===== config.mk =====
export PLATFORM = sky130hd
export DESIGN_NAME = fft_frame_loader
export DESIGN_NICKNAME = d
export VERILOG_FILES = /design/src/rtl/fft_frame_loader.sv
export SDC_FILE = /design/constraint.sdc
export NUM_CORES = 1
export LEC_CHECK = 0
export BUFFER_PORTS_ARGS = -buffer_cell sky130_fd_sc_hd__buf_2
export CORE_MARGIN = 2
export CORE_UTILIZATION = 55
export CTS_BUF_LIST = sky130_fd_sc_hd__clkbuf_2 sky130_fd_sc_hd__clkbuf_4 sky130_fd_sc_hd__clkbuf_8
export CTS_CLUSTER_DIAMETER = 40
export CTS_CLUSTER_SIZE = 40
export DETAILED_ROUTE_END_ITERATION = 10
export GPL_ROUTABILITY_DRIVEN = 1
export PLACE_DENSITY = 0.87
export SLEW_MARGIN = 10
export SYNTH_ARGS = -nofsm -noshare
export SYNTH_HDL_FRONTEND = slang
export SYNTH_SLANG_ARGS = --single-unit

===== constraint.sdc =====
create_clock -name clk -period 5.1 [get_ports clk]
set_input_delay 0.51 -clock clk [delete_from_list [all_inputs] [get_ports clk]]
set_output_delay 0.51 -clock clk [all_outputs]
set_load 0.005 [all_outputs]

===== src/rtl/fft_frame_loader.sv =====
// fft_frame_loader
// Initiator side of a 16-point FFT frame interface. The loader collects
// signed audio samples into two ping-pong banks. It hands each full bank to
// the FFT in parallel, pulses start, and holds the bank stable until the FFT
// reports done. Capture into the other bank continues meanwhile.
// Optional feature macro: FFT_LOADER_TIMEOUT_EN. When it is defined, a frame
// is abandoned if done does not arrive within TIMEOUT cycles of start.

module fft_frame_loader #(
   parameter int FRAME_LEN = 16,
   parameter int DW        = 16,
   parameter int TIMEOUT   = 256
) (
   input  logic                           clk,
   input  logic                           rst,
   input  logic signed [DW-1:0]           i_sample,
   input  logic                           i_sample_valid,
   output logic                           o_sample_ready,
   output logic [FRAME_LEN-1:0][DW-1:0]   o_frame,
   output logic                           o_fft_start,
   input  logic                           i_fft_done,
   output logic                           o_busy,
   output logic [15:0]                    o_frame_cnt,
   output logic                           o_timeout
);

   localparam int PW = $clog2(FRAME_LEN);

   typedef enum logic [2:0] {
      S_IDLE,
      S_START,
      S_ARM,
      S_WAIT,
      S_RELEASE
   } state_t;

   state_t state;
   state_t state_next;

   logic [FRAME_LEN-1:0][DW-1:0] bank [2];
   logic [1:0]                   full;
   logic [PW-1:0]                wr_ptr;
   logic                         wr_bank;
   logic                         rd_bank;
   logic                         take;
   logic                         last_write;
   logic                         release_bank;
   logic                         count_frame;
   logic                         tmo_expired;

   // The loader stalls the source only when the bank it would write next is
   // still waiting on the FFT, which happens only when both banks are full.
   assign o_sample_ready = !full[wr_bank];
   assign take           = i_sample_valid && o_sample_ready;
   assign last_write     = (wr_ptr == PW'(FRAME_LEN - 1));

   // The FFT always sees the read bank. That bank is never written while it is full.
   assign o_frame = bank[rd_bank];

`ifdef FFT_LOADER_TIMEOUT_EN
   localparam int TW = $clog2(TIMEOUT + 1);

   logic [TW-1:0] wait_cnt;
   logic          tmo_q;

   // Count the cycles elapsed since start while the FFT owns the frame.
   always_ff @(posedge clk) begin
      if (rst) begin
         wait_cnt <= '0;
      end else if (state == S_START) begin
         wait_cnt <= TW'(1);
      end else if (state == S_ARM || state == S_WAIT) begin
         wait_cnt <= wait_cnt + 1'b1;
      end
   end

   // A timeout fires only when a genuine done is not arriving on that same cycle.
   assign tmo_expired = (state == S_ARM || state == S_WAIT) &&
                        (wait_cnt == TW'(TIMEOUT - 1)) &&
                        !(state == S_WAIT && i_fft_done);

   // Remember that this release is an abandonment, so that it pulses o_timeout.
   always_ff @(posedge clk) begin
      if (rst) begin
         tmo_q <= 1'b0;
      end else begin
         tmo_q <= tmo_expired;
      end
   end

   assign o_timeout   = tmo_q;
   assign count_frame = release_bank && !tmo_q;
`else
   assign tmo_expired = 1'b0;
   assign o_timeout   = 1'b0;
   assign count_frame = release_bank;
`endif

   // Issue FSM state register.
   always_ff @(posedge clk) begin
      if (rst) begin
         state <= S_IDLE;
      end else begin
         state <= state_next;
      end
   end

   // Issue sequencing. ARM waits out the done level left high by the
   // previous frame, so that only a fresh done releases the bank.
   always_comb begin
      state_next   = state;
      o_fft_start  = 1'b0;
      o_busy       = 1'b0;
      release_bank = 1'b0;
      unique case (state)
         S_IDLE: begin
            if (full[rd_bank]) begin
               state_next = S_START;
            end
         end
         S_START: begin
            o_fft_start = 1'b1;
            o_busy      = 1'b1;
            state_next  = S_ARM;
         end
         S_ARM: begin
            o_busy = 1'b1;
            if (tmo_expired) begin
               state_next = S_RELEASE;
            end else if (!i_fft_done) begin
               state_next = S_WAIT;
            end
         end
         S_WAIT: begin
            o_busy = 1'b1;
            if (i_fft_done || tmo_expired) begin
               state_next = S_RELEASE;
            end
         end
         S_RELEASE: begin
            release_bank = 1'b1;
            state_next   = S_IDLE;
         end
         default: begin
            state_next = S_IDLE;
         end
      endcase
   end

   // Bank storage, fill bookkeeping and frame counter. A release and the
   // final write into the other bank may land on the same edge, and both take effect.
   always_ff @(posedge clk) begin
      if (rst) begin
         bank[0]     <= '0;
         bank[1]     <= '0;
         full        <= 2'b00;
         wr_ptr      <= '0;
         wr_bank     <= 1'b0;
         rd_bank     <= 1'b0;
         o_frame_cnt <= 16'd0;
      end else begin
         if (take) begin
            bank[wr_bank][wr_ptr] <= i_sample;
            if (last_write) begin
               full[wr_bank] <= 1'b1;
               wr_ptr        <= '0;
               wr_bank       <= ~wr_bank;
            end else begin
               wr_ptr <= wr_ptr + 1'b1;
            end
         end
         if (release_bank) begin
            full[rd_bank] <= 1'b0;
            rd_bank       <= ~rd_bank;
         end
         if (count_frame) begin
            o_frame_cnt <= o_frame_cnt + 16'd1;
         end
      end
   end

endmodule


==> reports/metrics.yaml <==
status:
  status: "finished, final reports clean"
die:
  ios: 296
  die_area_um2: 44600
  die_y_um: 211
  start_util: 0.560
  core_um2: 42100
  rows: 75
  die_w_um: 211
final_layout:
  layout-drive-gt1-share: 0.375
  multiInputGateArea_um2: 7180
  syn_to_final_growth_pct: 13.8
  nNetsFinal: 1885
  layoutNonFillerInstCount: 2455
  finish.utilization: 0.638
  regArea_um2: 15900
  fillers: 2988
min_path:
  min_path_type: "primary input to flop"
detailed_routing:
  ant_nets: 0
  wl_per_cell_um: 23.5
  firstDrtPassIters: 5
  drt-total-wl_mm: 57.7
  dr.first_iter.drc_count: 1101
  num_vias: 13700
  via_per_inst: 5.60
  route.detailed.drc: 0
global_route:
  grt_overflow: 0
  grt_max_degree: 84
  grt_antenna_before_repair: 3
  grt_pass1_wl_mm: 83.9
  gr-usage-all-layers: 0.259
  grt_pass1_vias: 13700
synth:
  yosysTopAreaCell: "edfxtp_1"
  async_flop_share: 0
  yosysSeqAreaShare: 0.675
  synth.distinct_cells: 40
  yosys_warnings: 0
  synth_edf_count: 512
  avgSynthCellArea_um2: 14.6
  synth.area.top_cells: "edfxtp_1 65%, and2_1 14%, mux2_2 12%"
  synth-seq-cells: 540
  synth_top_area_share: 0.651
  netlist_instances: 1619
  synth_nets: 1644
  syn_area_um2: 23600
  synth_ff_type: "edfxtp_1"
  yosys-top-cells-count: "512 x and2_1, 512 x edfxtp_1, 257 x mux2_2, 112 x clkbuf_1, 50 x nor2_1"
worst_setup_path:
  crit_required_ns: 4.59
  critPathSlowestCell: "dfxtp_4"
  max_stage_delay_ns: 0.94
  path_cells: "buf_4 > mux2_2 > buf_2"
  crit_type: "flop to output pin"
  cp_num_buf_inv: 2
  cp_data_arrival_time_ns: 2.89
  startpoint_type: "flop"
  cp_max_fo: 66
  path_delay_family: "flip-flops"
  cp-end-kind: "output pin"
placed_design:
  place_hpwl_mm: 35.1
  portBuffers: 294
  place_inst: 2336
  place_congestion: 0.813
sta:
  slew_headroom: 0.165
  worst_slew_pin_slew_ns: 1.25
  rsz0062_at_grt: "no"
  slew_viol_final: 0
  finClkSkew_ns: 0.0459
  max_freq_ghz: 0.294
  hold_viol: 0
  fin_tns_setup_ns: 0
  setup_viol: 0
  fin_crit_sh: 0.666
  min_period_ns: 3.40
clocking:
  clkSinkCount: 540
  path_clk_slew_ns: 0.08
  cts_resized: 0
  clk-insertion-delay-late_ns: 0.70
  cts_tree: "done"
  cts-root-buf: "clkbuf_8"
  htree_levels: 2
  post_cts.repair.setup_buffers: 0
  postCtsHoldBufs: 0
  cts_max_path_buffers: 3
  numCtsBuffers: 61
power_and_ir_drop:
  ir_drop_uv: 257
  leakagePower_nw: 10.6
  power_density_nw_per_um2: 335
flow_run:
  drv_cap: 0
==> worst reg2reg max path, stage by stage, from the launching register on <==
cell and delay, ns:
dfxtp_1 0.52, mux2_4 0.36, inv_2 0.14, nand4b_2 0.49, nor2_1 0.87, or2_2 0.49
==> stage by stage <==
stage	instance area (um2)	setup slack, ns	hold slack, ns	power (mW)
2_1_floorplan	23600	2.85	0.457	5.34
4_1_cts	26900	1.63	0.112	9.03
5_1_grt	26900	1.54	0.158	9.25
6_report	26900	1.70	0.174	9.00
3_5_place_dp	25300	1.88	0.495	5.60
3_3_place_gp	25300	1.96	0.468	5.58
==> logic make-up (layout without fill, tap and decap cells) <==
logic type	count (synthesis)	count (layout)	synth area share
muxes	258	258	0.123
adders and majority gates	5	5	0.00265
and+or+nand+nor	659	659	0.169
DFF	540	540	0.675
other	1	4	0.000159
buffers and inverters	127	421	0.0208
AOI/OAI and AO/OA	14	14	0.00329
xor gates and xnor gates	15	15	0.00557
==> metal layers <==
layer,track usage,share of wire,wire [um],vias to the layer above
li1,-,-,-,6139
met5,0,0.00023,13,-
met2,0.412,0.47,27400,634
met4,0.0915,0.032,1830,2
met3,0.0590,0.087,5010,116
met1,0.354,0.41,23500,6851
==> final timing paths <==
path | depth (start not counted) | slack (ns) | start | to
setup / recovery | 3 | 1.70 | flop | o_frame[4]
hold reg to reg | 2 | 0.51 | o_frame_cnt[15] | o_frame_cnt[15]
hold / removal | 4 | 0.17 | i_fft_done | state[0]
setup reg to reg | 5 | 1.91 | wr_bank | bank[1][27]
==> power breakdown <==
group	internal, mW	switching, mW
sequential	4.99	0.0559
combinational	0.149	0.303
clock	1.77	1.73
total	6.91	2.09
==> state kept, by name, indices dropped and copies added, names as in the netlist, named ones only <==
signal and cells:
rd_bank 1, o_frame_cnt 16, full 2, wr_bank 1, state 3, bank 512
wr_ptr 4
==> placed cells by master, fill, tap and decap left out, types with 4 or more instances in the layout <==
master | Yosys | routed
nand2_1 | 12 | 12
bufinv_16 | 0 | 10
nand4_1 | 6 | 6
nand3_1 | 8 | 8
nor2_1 | 50 | 50
clkinvlp_4 | 0 | 7
edfxtp_1 | 512 | 512
nor3_1 | 8 | 8
clkbuf_4 | 0 | 7
dfxtp_1 | 28 | 27
ha_1 | 5 | 5
inv_1 | 4 | 4
nor4_1 | 4 | 4
inv_6 | 0 | 12
or2_2 | 33 | 33
xor2_1 | 5 | 5
mux2_2 | 257 | 257
a21oi_1 | 8 | 8
xnor2_1 | 10 | 10
or3_1 | 5 | 5
clkinv_2 | 0 | 7
buf_2 | 3 | 294
clkbuf_8 | 0 | 61
buf_4 | 1 | 5
and2_1 | 512 | 512
clkinv_8 | 0 | 4
==> final cells by class <==
class,count,share of cell area
Tap cell,539,0.0251
Multi-Input combinational cell,952,0.267
Timing Repair Buffer,300,0.0569
Antenna cell,3,0.000279
Sequential cell,540,0.593
Clock buffer,68,0.0332
Clock inverter,48,0.0233
Inverter,5,0.000699
(Power assumes the default switching activity.)
